[src/rtl/arb_pkg.sv]
// Shared types and helpers for the grant dispatcher.
package arb_pkg;

    localparam int N_SRC    = 4;
    localparam int SRC_ID_W = 2;

    typedef logic [SRC_ID_W-1:0] src_id_t;

    typedef enum logic [1:0] {
        DISP_IDLE  = 2'd0,
        DISP_BURST = 2'd1,
        DISP_GAP   = 2'd2
    } disp_state_e;

    // One-hot decode of a source index.
    function automatic logic [N_SRC-1:0] onehot(input src_id_t id);
        logic [N_SRC-1:0] v;
        v     = '0;
        v[id] = 1'b1;
        return v;
    endfunction

endpackage

[src/rtl/arb_burst_counter.sv]
// Up-counter with synchronous clear and increment, flagging the final count
// (MAX-1). Used both for beats within a burst and for the post-burst gap.
module arb_burst_counter #(
    parameter int MAX = 4
) (
    input  logic clk_i,
    input  logic rst_i,
    input  logic clear_i,
    input  logic inc_i,
    output logic tc_o
);

    localparam int CNT_W = $clog2(MAX + 1);

    logic [CNT_W-1:0] cnt_q;
    logic [CNT_W-1:0] cnt_d;

    // Clear wins over increment so a new phase always starts from zero.
    always_comb begin
        cnt_d = cnt_q;
        if (clear_i) begin
            cnt_d = '0;
        end else if (inc_i) begin
            cnt_d = cnt_q + CNT_W'(1);
        end
    end

    // Count register.
    always_ff @(posedge clk_i or posedge rst_i) begin
        if (rst_i) begin
            cnt_q <= '0;
        end else begin
            cnt_q <= cnt_d;
        end
    end

    assign tc_o = (cnt_q == CNT_W'(MAX - 1));

endmodule

[src/rtl/arb_grant_dispatcher.sv]
// Takes the arbiter's registered grant, locks the winning source, streams a
// fixed-length burst from it to the shared sink, then idles for a short gap
// so the arbiter can re-evaluate before the next grant is sampled.
module arb_grant_dispatcher
    import arb_pkg::*;
#(
    parameter int DATA_W     = 32,
    parameter int BURST_LEN  = 4,
    parameter int GAP_CYCLES = 1
) (
    input  logic                  arb_clk,
    input  logic                  arb_rst,
    input  logic [N_SRC-1:0]      arb_req,
    input  logic [SRC_ID_W-1:0]   arb_gnt,
    input  logic [N_SRC*DATA_W-1:0] src_data,
    output logic [N_SRC-1:0]      src_ready,
    output logic                  out_valid,
    output logic [DATA_W-1:0]     out_data,
    input  logic                  out_ready,
    output logic [SRC_ID_W-1:0]   out_src,
    output logic                  out_last,
    output logic                  busy,
    output logic [N_SRC-1:0]      done_pulse,
    output logic [N_SRC-1:0]      abort_pulse
);

    disp_state_e      state_q, state_d;
    src_id_t          owner_q, owner_d;
    logic [N_SRC-1:0] done_q, done_d;
    logic [N_SRC-1:0] abort_q, abort_d;

    logic beat_clr, beat_inc, beat_tc;
    logic gap_clr, gap_inc, gap_tc;
    logic owner_req, in_burst, handshake;

    logic [DATA_W-1:0] src_word [N_SRC];

    // Unpack the flat source bus into one word per source.
    generate
        for (genvar gi = 0; gi < N_SRC; gi++) begin : g_src_word
            assign src_word[gi] = src_data[gi*DATA_W +: DATA_W];
        end
    endgenerate

    arb_burst_counter #(.MAX(BURST_LEN)) u_beat_cnt (
        .clk_i   (arb_clk),
        .rst_i   (arb_rst),
        .clear_i (beat_clr),
        .inc_i   (beat_inc),
        .tc_o    (beat_tc)
    );

    arb_burst_counter #(.MAX(GAP_CYCLES)) u_gap_cnt (
        .clk_i   (arb_clk),
        .rst_i   (arb_rst),
        .clear_i (gap_clr),
        .inc_i   (gap_inc),
        .tc_o    (gap_tc)
    );

    assign in_burst  = (state_q == DISP_BURST);
    assign owner_req = arb_req[owner_q];
    assign handshake = out_valid & out_ready;

    // Sink-side outputs: only driven while a burst owns the sink. A dropped
    // owner request pulls out_valid low immediately (abort cycle).
    always_comb begin
        out_valid   = in_burst & owner_req;
        out_data    = out_valid ? src_word[owner_q] : '0;
        out_src     = in_burst ? owner_q : '0;
        out_last    = out_valid & beat_tc;
        src_ready   = onehot(owner_q) & {N_SRC{handshake}};
        busy        = (state_q != DISP_IDLE);
        done_pulse  = done_q;
        abort_pulse = abort_q;
    end

    // Burst ownership FSM: grant sampling, beat/abort accounting, gap timing.
    always_comb begin
        state_d  = state_q;
        owner_d  = owner_q;
        done_d   = '0;
        abort_d  = '0;
        beat_clr = 1'b0;
        beat_inc = 1'b0;
        gap_clr  = 1'b0;
        gap_inc  = 1'b0;
        case (state_q)
            DISP_IDLE: begin
                beat_clr = 1'b1;
                gap_clr  = 1'b1;
                // A grant whose source has already withdrawn is stale; ignore it.
                if (arb_req[arb_gnt]) begin
                    owner_d = arb_gnt;
                    state_d = DISP_BURST;
                end
            end
            DISP_BURST: begin
                gap_clr = 1'b1;
                if (!owner_req) begin
                    state_d = DISP_GAP;
                    abort_d = onehot(owner_q);
                end else if (handshake) begin
                    beat_inc = 1'b1;
                    if (beat_tc) begin
                        state_d = DISP_GAP;
                        done_d  = onehot(owner_q);
                    end
                end
            end
            DISP_GAP: begin
                gap_inc = 1'b1;
                if (gap_tc) begin
                    state_d = DISP_IDLE;
                end
            end
            default: begin
                state_d = DISP_IDLE;
            end
        endcase
    end

    // State, owner and the one-cycle completion/abort pulses.
    always_ff @(posedge arb_clk or posedge arb_rst) begin
        if (arb_rst) begin
            state_q <= DISP_IDLE;
            owner_q <= '0;
            done_q  <= '0;
            abort_q <= '0;
        end else begin
            state_q <= state_d;
            owner_q <= owner_d;
            done_q  <= done_d;
            abort_q <= abort_d;
        end
    end

endmodule

[config.mk]
export PLATFORM = sky130hd
export DESIGN_NAME = arb_grant_dispatcher
export DESIGN_NICKNAME = d
export VERILOG_FILES = /design/src/rtl/arb_pkg.sv /design/src/rtl/arb_burst_counter.sv /design/src/rtl/arb_grant_dispatcher.sv
export SDC_FILE = /design/constraint.sdc
export NUM_CORES = 1
export LEC_CHECK = 0
export BUFFER_PORTS_ARGS = -buffer_cell sky130_fd_sc_hd__buf_2
export CAP_MARGIN = 20
export CORE_MARGIN = 1
export CORE_UTILIZATION = 36
export DETAILED_ROUTE_END_ITERATION = 10
export PLACE_DENSITY_LB_ADDON = 0.15
export SYNTH_ARGS = -nofsm -noshare
export SYNTH_HDL_FRONTEND = slang
export SYNTH_SLANG_ARGS = --single-unit
[constraint.sdc]
create_clock -name arb_clk -period 2 [get_ports arb_clk]
set_clock_uncertainty 0.1 [all_clocks]
set_input_delay 0.1 -clock arb_clk [delete_from_list [all_inputs] [get_ports arb_clk]]
set_output_delay 0.1 -clock arb_clk [all_outputs]
set_load 0.05 [all_outputs]
==> impl_metrics.py <==
metrics = {
    "status": {
        "outcome": "finished, violations left",
        "failed_checks": "setup timing",
    },
    "cts": {
        "cts_root_buf": "sky130_fd_sc_hd__clkbuf_8",
        "clk_transition_reported_paths_ps": 70,
        "clock-sinks": 16,
        "cts_max_level": 1,
        "max-clock-path-buffers": 2,
        "insertion_delay_ps": 250,
        "tritoncts_clock_tree": "done",
        "numCtsBuffers": 3,
    },
    "sta": {
        "tightest_slew_ps": 596,
        "final.min_clock_period_ps": 2020,
        "max_slew_margin_pct": 60.2,
        "finalHoldViolations": 0,
        "final-max-slew-violation-count": 0,
        "rsz_0062_raised_after_global_routing": "true",
        "final_setup_violation_count": 16,
        "setup_slack_ps": -17.3,
        "fmaxAchievable_mhz": 496,
        "final.period_utilization_pct": 101,
    },
    "synthesis": {
        "synth-seq-area-share_pct": 22.4,
        "ys_warn_count": 0,
        "synth_nets": 290,
        "netlist_instances": 151,
        "synth_area_um2": 1790,
        "syn_area_per_cell_um2": 11.8,
        "ys_seq_elements": 16,
        "yosys_most_used_dff": "sky130_fd_sc_hd__dfrtp_1",
        "synth_enable_flop_cells": 0,
        "synth_async_sr_flop_share_pct": 100,
        "synth_cell_type_count": 31,
    },
    "placed_design": {
        "dp_worst_setup_slack_ps": 145,
        "detailed_place_hpwl_um": 5660,
        "gp_congestion": 0.859,
        "buffer_ports.inserted": 185,
    },
    "final_layout": {
        "multiInputGateArea_um2": 1480,
        "area_delta_synth_final_pct": 91.1,
        "drive_above_1_share_pct": 82.4,
        "most-common-layout-cells": "162 x sky130_fd_sc_hd__buf_2, 33 x sky130_fd_sc_hd__mux4_2, 21 x sky130_fd_sc_hd__buf_6",
        "register_area_um2": 403,
        "most_frequent_standard_cell_in_the_layout_excluding_fill_and_tap_cells": "sky130_fd_sc_hd__buf_2",
        "filler_cell_count": 352,
        "finalNetCount": 486,
        "final_util_pct": 71.9,
    },
    "power": {
        "p_leak_nw": 1.72,
        "irDropWorstVdd_mv": 1.15,
        "cellPowerDensity_nw_per_um2": 1360,
    },
    "drt": {
        "drtAntennaViolNets": 0,
        "viasPerCell": 5.11,
        "avgRoutedWirePerCell_um": 17.6,
        "detailedRoute.firstPassIterationCount": 4,
        "routed_wl_um": 7330,
        "detailroute.via_count": 2127,
        "drtIter0Drc": 78,
        "drc": 0,
    },
    "global_routing": {
        "grt_remaining_overflow": 0,
        "grt_pass1_vias": 2031,
        "grt_pass1_wl_um": 10400,
        "grtUsageTotal_pct": 26.4,
        "antenna_violations_before_repair": 3,
        "largest_net_degree_at_the_start_of_global_routing": 27,
    },
    "setup_path": {
        "crit_arrival_ps": 1820,
        "critical_path.startpoint_type": "flip-flop",
        "cp.required_ps": 1800,
        "timing.critical_path.fanout_max": 5,
        "worstSetupPathType": "flip-flop to output port",
        "setup.worst_path.end_class": "output port",
    },
    "die": {
        "starting_density_pct": 37.6,
        "floorplan.die.width_um": 72.5,
        "die_height_um": 72.5,
        "placement_rows": 25,
        "total_die_area_um2": 5260,
        "num_io_pins": 186,
        "placeableCoreArea_um2": 4750,
    },
    "job": {
        "cap_viol_max_count": 0,
    },
    "hold_path": {
        "holdCritPathClass": "input pin to flip-flop",
    },
}
## sequential cells by signal, summed over array words and instances (netlist names)
name              count
done_pulse            4
state_q               2
u_beat_cnt.cnt_q      3
abort_pulse           4
u_gap_cnt.cnt_q       1
owner_q               2
## timing repair
item                                   in CTS  in global routing
buffers inserted                            2                  1
setup endpoints to repair                  34                 34
endpoints found under the hold margin      19                  0
gates cloned                                1                  2
gates resized for setup                    28                 53
hold buffers                                4                  0
pin swaps                                   1                  1
## synth_stat cells, types with 2 or more instances
library cell	n	area, µm²
sky130_fd_sc_hd__nor2b_1	34	213
sky130_fd_sc_hd__mux4_2	33	743
sky130_fd_sc_hd__dfrtp_1	16	400
sky130_fd_sc_hd__nand2_1	9	33.8
sky130_fd_sc_hd__nor2_1	8	30.0
sky130_fd_sc_hd__buf_2	5	25.0
sky130_fd_sc_hd__inv_1	5	18.8
sky130_fd_sc_hd__buf_4	4	30.0
sky130_fd_sc_hd__mux2_2	4	45.0
sky130_fd_sc_hd__and2_1	3	18.8
sky130_fd_sc_hd__clkbuf_1	3	11.3
sky130_fd_sc_hd__nand2b_1	3	18.8
sky130_fd_sc_hd__nand3_1	3	15.0
sky130_fd_sc_hd__ha_1	2	25.0
sky130_fd_sc_hd__nor3b_1	2	15.0
sky130_fd_sc_hd__o311ai_0	2	17.5
## routing by layer
| metal | wire (µm) | GRT usage, % |
|---|---|---|
| met4 | 138 | 8.06 |
| met1 | 2670 | 29.6 |
| met3 | 742 | 9.58 |
| met5 | 13 | 0 |
| met2 | 3760 | 46.6 |
## per-stage QoR
step	hold WS, ps	power [mW]	TNS (ps)	instance area (µm²)	cells
after floorplan	-86.3	3.03	-937	1900	151
after global placement	103	3.66	0	2930	399
after detailed placement	94.3	3.70	0	2930	399
after CTS	8.91	4.23	-5.81	3150	410
after global routing	20.7	4.89	-1680	3410	413
final	14.3	4.66	-185	3420	416
## worst paths after layout
kind | depth (start not counted) | from | slack [ps] | to
worst max-delay path | 8 | state_q[0] | -20 | out_data[0]
worst min-delay path | 2 | arb_gnt[1] | 10 | owner_q[1]
worst max register to register | 7 | state_q[0] | 340 | state_q[1]
worst min register to register | 2 | u_beat_cnt.cnt_q[1] | 440 | u_beat_cnt.cnt_q[1]
max in group asynchronous | 3 | arb_rst | 1020 | owner_q[0]
min in group asynchronous | 3 | arb_rst | 360 | state_q[0]
## critical path, cell delays in order (launching register included)
cell and delay [ps]:
sky130_fd_sc_hd__dfrtp_1 410, sky130_fd_sc_hd__nor2b_4 150, sky130_fd_sc_hd__nand2_2 100, sky130_fd_sc_hd__clkinvlp_4 120, sky130_fd_sc_hd__a22oi_4 270, sky130_fd_sc_hd__buf_12 170, sky130_fd_sc_hd__clkbuf_16 160, sky130_fd_sc_hd__nor2b_2 50
sky130_fd_sc_hd__buf_6 150
## kinds of logic after synthesis
logic type	count (synthesis)	synth area share [%]
muxes	37	44.1
xor gates and xnor gates	1	0.490
AOI/OAI and AO/OA	8	4.41
adders and majority gates	2	1.40
buffers and inverters	19	5.66
DFF	16	22.4
and+or+nand+nor	68	21.6
## report_power, final
group / switching, mW / total (mW) / internal [mW]
combinational: 1.97 / 3.89 / 1.92
sequential: 0.0853 / 0.483 / 0.398
clock: 0.113 / 0.287 / 0.174
total: 2.17 / 4.66 / 2.49
## final cells by class
type                    count  area share [%]
multi-input cells         116            43.3
flip-flops and latches     16            11.8
clock buffers               4            1.61
inverters                   5           0.732
well taps                  67            2.45
repair buffers            205            39.9
diodes                      3           0.220
(Power assumes the default switching activity.)
